**config.mk**
```make
export PLATFORM = sky130hd
export DESIGN_NAME = pipe_hazard_ctrl_flat
export DESIGN_NICKNAME = d
export VERILOG_FILES = /design/src/rtl/pipe_hazard_ctrl_pkg.sv /design/src/rtl/pipe_hazard_ctrl_if.sv /design/src/rtl/pipe_hazard_ctrl_hazard_cmp.sv /design/src/rtl/pipe_hazard_ctrl.sv /design/src/flat_wrapper.sv
export SDC_FILE = /design/constraint.sdc
export NUM_CORES = 1
export LEC_CHECK = 0
export BUFFER_PORTS_ARGS = -buffer_cell sky130_fd_sc_hd__buf_2
export CAP_MARGIN = 20
export CELL_PAD_IN_SITES_DETAIL_PLACEMENT = 1
export CELL_PAD_IN_SITES_GLOBAL_PLACEMENT = 1
export CORE_MARGIN = 4
export CORE_UTILIZATION = 23
export CTS_BUF_LIST = sky130_fd_sc_hd__clkbuf_8
export DETAILED_ROUTE_END_ITERATION = 7
export PLACE_DENSITY_LB_ADDON = 0.15
export SLEW_MARGIN = 20
export SYNTH_ARGS = -nofsm -noshare
export SYNTH_HDL_FRONTEND = slang
export SYNTH_SLANG_ARGS = --single-unit
```
**constraint.sdc**
```tcl
create_clock -name clk_i -period 3.4 [get_ports clk_i]
set_input_delay 0.51 -clock clk_i [delete_from_list [all_inputs] [get_ports clk_i]]
set_output_delay 0.51 -clock clk_i [all_outputs]
set_load 0.005 [all_outputs]
```
**src/rtl/pipe_hazard_ctrl_pkg.sv**
```systemverilog
// Shared types and constants for the pipeline hazard/sequencing controller.
// Register numbers, FSM state encoding and the bundled control-word type.
package pipe_hazard_ctrl_pkg;

    localparam int REG_W = 5;

    typedef logic [REG_W-1:0] reg_num_t;

    localparam reg_num_t REG_ZERO = '0;

    typedef enum logic [1:0] {
        ST_RUN      = 2'd0,
        ST_MEM_WAIT = 2'd1,
        ST_DRAIN    = 2'd2,
        ST_HALTED   = 2'd3
    } state_t;

    // One decoded control word; hold drives every downstream stage-register hold.
    typedef struct packed {
        logic pc_write;
        logic ifid_write;
        logic ifid_flush;
        logic idex_bubble;
        logic hold;
        logic halted;
    } ctrl_t;

    function automatic ctrl_t ctrl_frozen(input logic halted);
        ctrl_t c;
        c.pc_write    = 1'b0;
        c.ifid_write  = 1'b0;
        c.ifid_flush  = 1'b0;
        c.idex_bubble = 1'b0;
        c.hold        = 1'b1;
        c.halted      = halted;
        return c;
    endfunction

endpackage

```
**src/rtl/pipe_hazard_ctrl_if.sv**
```systemverilog
// Signal bundle between the hazard controller and the pipeline datapath.
// master = controller side, slave = datapath side.
interface pipe_hazard_ctrl_if
    import pipe_hazard_ctrl_pkg::*;
#(
    parameter int CNT_W = 16
);
    reg_num_t         ifid_rs_i;
    reg_num_t         ifid_rt_i;
    logic             ifid_uses_rt_i;
    logic             idex_memread_i;
    reg_num_t         idex_rt_i;
    logic             branch_taken_i;
    logic             halt_instr_i;
    logic             imem_busy_i;
    logic             dmem_busy_i;

    logic             pc_write_o;
    logic             ifid_write_o;
    logic             ifid_flush_o;
    logic             idex_bubble_o;
    logic             idex_halt_o;
    logic             exmem_halt_o;
    logic             memwb_halt_o;
    logic             halted_o;
    logic             error_o;
    logic [CNT_W-1:0] stall_cnt_o;

    modport master (
        input  ifid_rs_i, ifid_rt_i, ifid_uses_rt_i, idex_memread_i, idex_rt_i,
               branch_taken_i, halt_instr_i, imem_busy_i, dmem_busy_i,
        output pc_write_o, ifid_write_o, ifid_flush_o, idex_bubble_o,
               idex_halt_o, exmem_halt_o, memwb_halt_o, halted_o, error_o, stall_cnt_o
    );

    modport slave (
        output ifid_rs_i, ifid_rt_i, ifid_uses_rt_i, idex_memread_i, idex_rt_i,
               branch_taken_i, halt_instr_i, imem_busy_i, dmem_busy_i,
        input  pc_write_o, ifid_write_o, ifid_flush_o, idex_bubble_o,
               idex_halt_o, exmem_halt_o, memwb_halt_o, halted_o, error_o, stall_cnt_o
    );

endinterface

```
**src/rtl/pipe_hazard_ctrl_hazard_cmp.sv**
```systemverilog
// Load-use hazard compare: a load in EX whose destination feeds a source of ID.
// Writes to register zero never create a dependency.
module hazard_cmp
    import pipe_hazard_ctrl_pkg::*;
(
    input  logic     memread,
    input  reg_num_t idex_rt,
    input  reg_num_t ifid_rs,
    input  reg_num_t ifid_rt,
    input  logic     uses_rt,
    output logic     load_use
);

    logic rs_match;
    logic rt_match;

    assign rs_match = (idex_rt == ifid_rs);
    assign rt_match = uses_rt && (idex_rt == ifid_rt);
    assign load_use = memread && (idex_rt != REG_ZERO) && (rs_match || rt_match);

endmodule

```
**src/rtl/pipe_hazard_ctrl.sv**
```systemverilog
// Pipeline register sequencer: load-use stalls, branch flush, memory freeze,
// HALT drain, saturating stall counter and sticky memory-timeout error.
//
// state    | meaning
// RUN      | normal issue; hazards, branches and HALT decoded here
// MEM_WAIT | memory busy, whole pipe frozen; resumes to ret_state
// DRAIN    | HALT seen, bubbles pushed until EX/MEM/WB are empty
// HALTED   | pipe stopped (drain done or memory timeout); leave via reset
module pipe_hazard_ctrl
    import pipe_hazard_ctrl_pkg::*;
#(
    parameter int DRAIN_CYCLES = 3,
    parameter int MEM_TIMEOUT  = 255,
    parameter int CNT_W        = 16
) (
    input  logic               clk_i,
    input  logic               rst_i,
    pipe_hazard_ctrl_if.master bus
);

    localparam int DW = $clog2(DRAIN_CYCLES + 1);
    localparam int TW = $clog2(MEM_TIMEOUT + 1);

    state_t           state;
    state_t           state_nx;
    state_t           ret_state;
    state_t           ret_nx;
    state_t           eff_state;
    logic [DW-1:0]    drain_cnt;
    logic [DW-1:0]    drain_nx;
    logic [TW-1:0]    tmo_cnt;
    logic [TW-1:0]    tmo_nx;
    logic             error_q;
    logic             error_nx;
    logic [CNT_W-1:0] stall_cnt;
    logic             freeze;
    logic             load_use;
    ctrl_t            ctrl;

    hazard_cmp u_hazard_cmp (
        .memread  (bus.idex_memread_i),
        .idex_rt  (bus.idex_rt_i),
        .ifid_rs  (bus.ifid_rs_i),
        .ifid_rt  (bus.ifid_rt_i),
        .uses_rt  (bus.ifid_uses_rt_i),
        .load_use (load_use)
    );

    assign freeze = bus.imem_busy_i | bus.dmem_busy_i;

    // The cycle memory becomes ready already behaves as the state we return to,
    // so no issue/drain slot is lost on resume.
    assign eff_state = (state == ST_MEM_WAIT && !freeze) ? ret_state : state;

    always_ff @(posedge clk_i) begin
        if (rst_i) begin
            state     <= ST_RUN;
            ret_state <= ST_RUN;
            drain_cnt <= '0;
            tmo_cnt   <= '0;
            error_q   <= 1'b0;
        end else begin
            state     <= state_nx;
            ret_state <= ret_nx;
            drain_cnt <= drain_nx;
            tmo_cnt   <= tmo_nx;
            error_q   <= error_nx;
        end
    end

    always_comb begin
        state_nx = state;
        ret_nx   = ret_state;
        drain_nx = drain_cnt;
        tmo_nx   = tmo_cnt;
        error_nx = error_q;
        if (state != ST_HALTED) begin
            if (freeze) begin
                if (state == ST_MEM_WAIT) begin
                    if (tmo_cnt >= TW'(MEM_TIMEOUT - 1)) begin
                        error_nx = 1'b1;
                        state_nx = ST_HALTED;
                    end else begin
                        tmo_nx = tmo_cnt + 1'b1;
                    end
                end else begin
                    ret_nx   = state;
                    state_nx = ST_MEM_WAIT;
                    tmo_nx   = TW'(1);
                end
            end else begin
                tmo_nx = '0;
                case (eff_state)
                    ST_RUN: begin
                        state_nx = ST_RUN;
                        if (!load_use && bus.halt_instr_i) begin
                            state_nx = ST_DRAIN;
                            drain_nx = DW'(DRAIN_CYCLES);
                        end
                    end
                    ST_DRAIN: begin
                        if (drain_cnt == DW'(1)) begin
                            state_nx = ST_HALTED;
                        end else begin
                            state_nx = ST_DRAIN;
                            drain_nx = drain_cnt - 1'b1;
                        end
                    end
                    default: ;
                endcase
            end
        end
    end

    always_comb begin
        ctrl.pc_write    = 1'b1;
        ctrl.ifid_write  = 1'b1;
        ctrl.ifid_flush  = 1'b0;
        ctrl.idex_bubble = 1'b0;
        ctrl.hold        = 1'b0;
        ctrl.halted      = 1'b0;
        if (rst_i) begin
            ctrl = ctrl_frozen(1'b0);
        end else if (state == ST_HALTED) begin
            ctrl = ctrl_frozen(1'b1);
        end else if (freeze) begin
            ctrl = ctrl_frozen(1'b0);
        end else begin
            case (eff_state)
                ST_DRAIN: begin
                    ctrl.pc_write    = 1'b0;
                    ctrl.ifid_write  = 1'b0;
                    ctrl.idex_bubble = 1'b1;
                end
                ST_RUN: begin
                    if (load_use) begin
                        ctrl.pc_write    = 1'b0;
                        ctrl.ifid_write  = 1'b0;
                        ctrl.idex_bubble = 1'b1;
                    end else if (bus.halt_instr_i) begin
                        // IF/ID still loads, but it loads the flush NOP.
                        ctrl.pc_write    = 1'b0;
                        ctrl.ifid_flush  = 1'b1;
                        ctrl.idex_bubble = 1'b1;
                    end else if (bus.branch_taken_i) begin
                        ctrl.ifid_flush = 1'b1;
                    end
                end
                default: ;
            endcase
        end
    end

    always_ff @(posedge clk_i) begin
        if (rst_i) begin
            stall_cnt <= '0;
        end else if (!ctrl.pc_write && state != ST_HALTED && stall_cnt != '1) begin
            stall_cnt <= stall_cnt + 1'b1;
        end
    end

    assign bus.pc_write_o    = ctrl.pc_write;
    assign bus.ifid_write_o  = ctrl.ifid_write;
    assign bus.ifid_flush_o  = ctrl.ifid_flush;
    assign bus.idex_bubble_o = ctrl.idex_bubble;
    assign bus.idex_halt_o   = ctrl.hold;
    assign bus.exmem_halt_o  = ctrl.hold;
    assign bus.memwb_halt_o  = ctrl.hold;
    assign bus.halted_o      = ctrl.halted;
    assign bus.error_o       = error_q;
    assign bus.stall_cnt_o   = stall_cnt;

endmodule

```
**src/flat_wrapper.sv**
```systemverilog
// flat-port wrapper written by rule: the top's interface ports become plain ports
module pipe_hazard_ctrl_flat import pipe_hazard_ctrl_pkg::*;
#(
    parameter int DRAIN_CYCLES = 3,
    parameter int MEM_TIMEOUT  = 255,
    parameter int CNT_W        = 16
)
  (clk_i, rst_i, bus_ifid_rs_i, bus_ifid_rt_i, bus_ifid_uses_rt_i, bus_idex_memread_i, bus_idex_rt_i, bus_branch_taken_i, bus_halt_instr_i, bus_imem_busy_i, bus_dmem_busy_i, bus_pc_write_o, bus_ifid_write_o, bus_ifid_flush_o, bus_idex_bubble_o, bus_idex_halt_o, bus_exmem_halt_o, bus_memwb_halt_o, bus_halted_o, bus_error_o, bus_stall_cnt_o);
  pipe_hazard_ctrl_if #(.CNT_W(CNT_W)) bus_i ();
  input  logic clk_i;
  input  logic rst_i;
  input wire logic [$bits(bus_i.ifid_rs_i)-1:0] bus_ifid_rs_i;
  input wire logic [$bits(bus_i.ifid_rt_i)-1:0] bus_ifid_rt_i;
  input wire logic [$bits(bus_i.ifid_uses_rt_i)-1:0] bus_ifid_uses_rt_i;
  input wire logic [$bits(bus_i.idex_memread_i)-1:0] bus_idex_memread_i;
  input wire logic [$bits(bus_i.idex_rt_i)-1:0] bus_idex_rt_i;
  input wire logic [$bits(bus_i.branch_taken_i)-1:0] bus_branch_taken_i;
  input wire logic [$bits(bus_i.halt_instr_i)-1:0] bus_halt_instr_i;
  input wire logic [$bits(bus_i.imem_busy_i)-1:0] bus_imem_busy_i;
  input wire logic [$bits(bus_i.dmem_busy_i)-1:0] bus_dmem_busy_i;
  output wire logic [$bits(bus_i.pc_write_o)-1:0] bus_pc_write_o;
  output wire logic [$bits(bus_i.ifid_write_o)-1:0] bus_ifid_write_o;
  output wire logic [$bits(bus_i.ifid_flush_o)-1:0] bus_ifid_flush_o;
  output wire logic [$bits(bus_i.idex_bubble_o)-1:0] bus_idex_bubble_o;
  output wire logic [$bits(bus_i.idex_halt_o)-1:0] bus_idex_halt_o;
  output wire logic [$bits(bus_i.exmem_halt_o)-1:0] bus_exmem_halt_o;
  output wire logic [$bits(bus_i.memwb_halt_o)-1:0] bus_memwb_halt_o;
  output wire logic [$bits(bus_i.halted_o)-1:0] bus_halted_o;
  output wire logic [$bits(bus_i.error_o)-1:0] bus_error_o;
  output wire logic [$bits(bus_i.stall_cnt_o)-1:0] bus_stall_cnt_o;
  assign bus_i.ifid_rs_i = bus_ifid_rs_i;
  assign bus_i.ifid_rt_i = bus_ifid_rt_i;
  assign bus_i.ifid_uses_rt_i = bus_ifid_uses_rt_i;
  assign bus_i.idex_memread_i = bus_idex_memread_i;
  assign bus_i.idex_rt_i = bus_idex_rt_i;
  assign bus_i.branch_taken_i = bus_branch_taken_i;
  assign bus_i.halt_instr_i = bus_halt_instr_i;
  assign bus_i.imem_busy_i = bus_imem_busy_i;
  assign bus_i.dmem_busy_i = bus_dmem_busy_i;
  assign bus_pc_write_o = bus_i.pc_write_o;
  assign bus_ifid_write_o = bus_i.ifid_write_o;
  assign bus_ifid_flush_o = bus_i.ifid_flush_o;
  assign bus_idex_bubble_o = bus_i.idex_bubble_o;
  assign bus_idex_halt_o = bus_i.idex_halt_o;
  assign bus_exmem_halt_o = bus_i.exmem_halt_o;
  assign bus_memwb_halt_o = bus_i.memwb_halt_o;
  assign bus_halted_o = bus_i.halted_o;
  assign bus_error_o = bus_i.error_o;
  assign bus_stall_cnt_o = bus_i.stall_cnt_o;
  pipe_hazard_ctrl #(.DRAIN_CYCLES(DRAIN_CYCLES), .MEM_TIMEOUT(MEM_TIMEOUT), .CNT_W(CNT_W)) u_core (.clk_i(clk_i), .rst_i(rst_i), .bus(bus_i));
endmodule
```
# Word level (Yosys, flattened, before mapping)
# Index checks and enable logic that the tools add are counted.
[classes] n_addsub=3 order_cmp=1 n_eq_ne=12 n_mux=28 bitwise_logic=3 reduce_logical=20
[ops] op="$mux 8" n=3
[ops] op="$add 16x1->16 const B" n=1
[ops] op="$mux 2" n=8
[ops] op="$ne 16x16->1 const B" n=1
[ops] op="$mux 6" n=2
[ops] op="$pmux 2 s2" n=3
[ops] op="$eq 5x5->1" n=2
[ops] op="$mux 1" n=10
[ops] op="$add 8x1->8 const B" n=1
[ops] op="$ge 8x8->1 const B" n=1
[ops] op="$logic_and 1x1->1" n=7
[ops] op="$ne 3x3->1 const B" n=2
[ops] op="$reduce_and 3->1" n=2
[ops] op="$reduce_and 5->1" n=1
[ops] op="$reduce_bool 5->1" n=1
[ops] op="$eq 2x1->1 const B" n=2
[ops] op="$eq 2x2->1 const B" n=2
[ops] op="$mux 4" n=1
[ops] op="$ne 2x2->1 const B" n=2
[ops] op="$reduce_and 4->1" n=1
[ops] op="$logic_not 1->1" n=3
[ops] op="$reduce_bool 3->1" n=1
[ops] op="$logic_not 2->1" n=1
[ops] op="$ne 2x1->1 const B" n=1
[ops] op="7 further kinds" n=8
[totals] register_bits=31 inputBits=23 output_inout_bits=25 wordCells=73

# Depth between registers and ports, before layout
[depth] word_depth=12 mapped_depth=9 ltp_nobuf=8

# Hierarchy
# Synthesis repeated with hierarchy kept, for this count alone.
[unflattened] cells_unflattened=209 area_unflattened_um2=1771.7
[by_module_without_submodules] mod="pipe_hazard_ctrl" n_inst=1 cells_each=192 area_each_um2=1639.1
[by_module_without_submodules] mod="hazard_cmp" n_inst=1 cells_each=17 area_each_um2=132.6

# Least setup slack after synthesis
# No wires, ideal clock.
[synth_timing] path_kind="input port to output port" startpoint="input port bus_idex_rt_i[1]" endpoint="output port bus_idex_bubble_o" t_arrival_ns=1.704 setup_slack_ns=1.186 path_stages=4 path_buffers=0 path_cell_list="or4_1 > o21ai_0 > o221ai_1 > o21a_1"
[synth_via] elab_chain_len=9
[synth_rtl] element="from (decl)" line="flat_wrapper.sv:16" rtl="input wire logic [$bits(bus_i.idex_rt_i)-1:0] bus_idex_rt_i;"
[synth_rtl] element="$eq 5x5->1" line="pipe_hazard_ctrl_hazard_cmp.sv:18" rtl="assign rt_match = uses_rt && (idex_rt == ifid_rt);"
[synth_rtl] element="$logic_and 1x1->1" line="pipe_hazard_ctrl_hazard_cmp.sv:18"
[synth_rtl] element="$logic_or 1x1->1" line="pipe_hazard_ctrl_hazard_cmp.sv:19" rtl="assign load_use = memread && (idex_rt != REG_ZERO) && (rs_match || rt_match);"
[synth_rtl] element="$logic_and 1x1->1 *" line="pipe_hazard_ctrl_hazard_cmp.sv:19"
[synth_rtl] element="$mux 1 *" line="pipe_hazard_ctrl.sv:136" rtl="if (load_use) begin"
[synth_rtl] element="$pmux 1 s2 *" line="pipe_hazard_ctrl.sv:129" rtl="case (eff_state)"
[synth_rtl] element="$mux 4 *" line="pipe_hazard_ctrl.sv:126" rtl="end else if (freeze) begin"
[synth_rtl] element="$mux 6 *" line="pipe_hazard_ctrl.sv:124" rtl="end else if (state == ST_HALTED) begin"
[synth_rtl] element="$mux 6 *" line="pipe_hazard_ctrl.sv:122" rtl="if (rst_i) begin"
[synth_rtl] element="to (decl)" line="flat_wrapper.sv:24" rtl="output wire logic [$bits(bus_i.idex_bubble_o)-1:0] bus_idex_bubble_o;"
# Every way passes the cells marked *; elsewhere a longest branch is shown, timed or not.

# Worst setup path in the final report
# Ends and elaborated chain as after synthesis.

==> impl_metrics.yaml <==
outcome:
  status: "finished, final reports clean"
global_routing:
  antenna_found_initial: 0
  grt_max_degree: 18
  grt_pass1_vias: 1983
  track_usage: 0.121
  overflow: 0
  grt_pass1_wl_mm: 9.72
cts:
  insertion_delay_ns: 0.28
  clk_pin_slew_worst_paths_ns: 0.07
  cts_max_path_buffers: 2
  numClockSinks: 31
  ctsResizeCount: 0
  cts-root-buf: "clkbuf_8"
  post_cts_buffers: 0
  h-tree-depth: 2
  ctsHoldBuffers: 0
  numCtsBuffers: 5
  cts_tree: "done"
layout:
  multiInputGateArea_sq_um: 1140
  layout.cells.non_filler: 382
  drive_gt1_frac: 0.246
  area_growth_pct: 23.3
  n_fill_cell: 953
  final_area_sq_um: 2290
  insertedDiodeCount: 0
  register_area_sq_um: 621
  nets: 306
  postLayoutCoreUtil: 0.293
floorplan:
  chipWidth_um: 97.9
  die-area_sq_um: 9580
  initial_core_util: 0.238
  die_h_um: 97.9
  core.rowCount: 32
  core-area_sq_um: 7810
  ios: 48
route:
  viasPerCell: 4.96
  dr_wl_met2_mm: 2.77
  ant_nets: 0
  wire_per_inst_um: 14.9
  drt_iter0_drc: 31
  firstDrtPassIters: 4
  wl_met3_um: 178
  routedLengthMet1_mm: 2.68
  highest_layer: "met4"
  num_vias: 1893
  wirelength_mm: 5.68
  drc: 0
place:
  dp_slack_ns: 0.750
  dp_cells: 374
  dp_hpwl_mm: 4.30
  placed_cell_area_sq_um: 2190
  gp_congestion: 0.738
  io_buffers: 47
sta:
  skew_ns: 0.00540
  rsz0062_at_grt: "no"
  period_needed_ns: 2.59
  relSlewSlack: 0.359
  fin_crit_sh: 0.762
  timing.setup.tns_ns: 0
  setup_violations: 0
  worst_slack_ns: 0.808
  hold_viol_final: 0
  max_freq_mhz: 386
  tightest_slew_ns: 0.955
  slew_violations: 0
  hold_ws_ns: 0.457
worst_setup_path:
  critPathSlowestCell: "or4_1"
  cp_max_fo: 4
  path_buf_inv: 2
  max_stage_delay_ns: 0.51
  worstSetupPathType: "primary input to output port"
  path_common_cell: "buf_2"
  crit_arrival_ns: 2.08
  worst_ep_required_time_ns: 2.89
  regToRegSetupSlack_ns: 1.01
  start_kind: "primary input"
  critPathTopFamily: "compound AO/OA/AOI/OAI gates"
  worstSetupEndpointType: "output port"
  cp_cell_sequence: "buf_2 > or4_1 > o21ai_0 > o221ai_1 > o21a_1 > buf_2"
power_and_ir_drop:
  leakagePower_nw: 0.897
  power_density_nw_per_um2: 351
  total_power_mw: 0.804
  peakVddDrop_uv: 154
yosys:
  synth_edf_count: 0
  avgSynthCellArea_sq_um: 7.97
  ys_types: 48
  yosysTopAreaCell: "dfxtp_1"
  ys_ff_latch: 31
  ys_seq_area_frac: 0.334
  synthArstFlopShare: 0
  synthMostInstantiatedCell: "dfxtp_1"
  synthesis.nets: 260
  synthTopCellsByArea: "dfxtp_1 33%, a21oi_1 5.9%, xor2_1 5.7%"
  synthTopCellsByCount: "31 x dfxtp_1, 22 x a21oi_1, 19 x nor2_1"
  yosys_warnings: 0
  syn-cell-area_sq_um: 1860
  yosysTopAreaCellShare: 0.334
  synth_cells: 233
  ys.flop_type: "dfxtp_1"
run:
  drv_cap: 0
hold_path:
  holdCritPathClass: "flip-flop to flip-flop"
path summary, 6_finish.rpt:
path,start,to,cells after the start
max,bus_idex_rt_i[1],bus_idex_bubble_o,6
min,u_core.tmo_cnt[7],u_core.tmo_cnt[7],2
max reg2reg,u_core.bus.stall_cnt_o[0],u_core.bus.stall_cnt_o[3],7
min reg2reg,u_core.tmo_cnt[7],u_core.tmo_cnt[7],2
cells in the final DEF (no fill, tap or decap), types with 4 or more instances in the layout:
| master | n |
|---|---|
| buf_2 | 47 |
| dfxtp_1 | 31 |
| a21oi_1 | 22 |
| nor2_1 | 19 |
| nand2_1 | 18 |
| o21ai_0 | 12 |
| xor2_1 | 12 |
| nand3_1 | 12 |
| inv_1 | 8 |
| or4_1 | 8 |
| o31ai_1 | 8 |
| nand4_1 | 7 |
| clkbuf_8 | 7 |
| buf_4 | 6 |
| and2_1 | 4 |
| o41ai_1 | 4 |
| or3_1 | 4 |
| ha_1 | 4 |
layout make-up:
cell class	instances	share of cell area
repair buffers	53	0.122
clock buffers	7	0.0421
well taps	102	0.0557
flip-flops and latches	31	0.271
multi-input cells	181	0.496
clock inverters	1	0.00164
inverters	7	0.0115
registers in the layout (all words and copies together) (netlist names):
name and flops:
u_core.drain_cnt 2, u_core.bus.stall_cnt_o 16, u_core.tmo_cnt 8, u_core.state 2
u_core.bus.error_o 1, u_core.ret_state 2
kinds of logic (layout without fill, tap and decap cells):
kind of cell    count (synthesis)  after routing  synth area share
simple gates                   95             95             0.279
buf+inv                        21             68            0.0545
fa+ha+maj                       4              4            0.0269
xor+xnor                       15             15            0.0707
compound gates                 65             65             0.223
flops                          31             31             0.334
mux                             2              2            0.0121
metal layers:
layer  vias up  track usage
li1        951            -
met1       914        0.153
met2        24        0.212
met3         4       0.0257
met4         0       0.0288
met5         -            0
worst register-to-register path, cell delays in order (launching register included):
cell	delay [ns]
dfxtp_1	0.38
ha_1	0.28
nand2_1	0.17
nor2_2	0.10
a311o_1	0.54
buf_4	0.26
or4_1	0.46
a21oi_1	0.14
power by group:
group	leakage, nW	internal [mW]	switching, mW	total [mW]
clock	0.0557	0.182	0.144	0.326
combinational	0.590	0.0408	0.0526	0.0934
sequential	0.251	0.371	0.0132	0.384
total	0.897	0.594	0.210	0.804
Power figures use the tool's default switching activity.
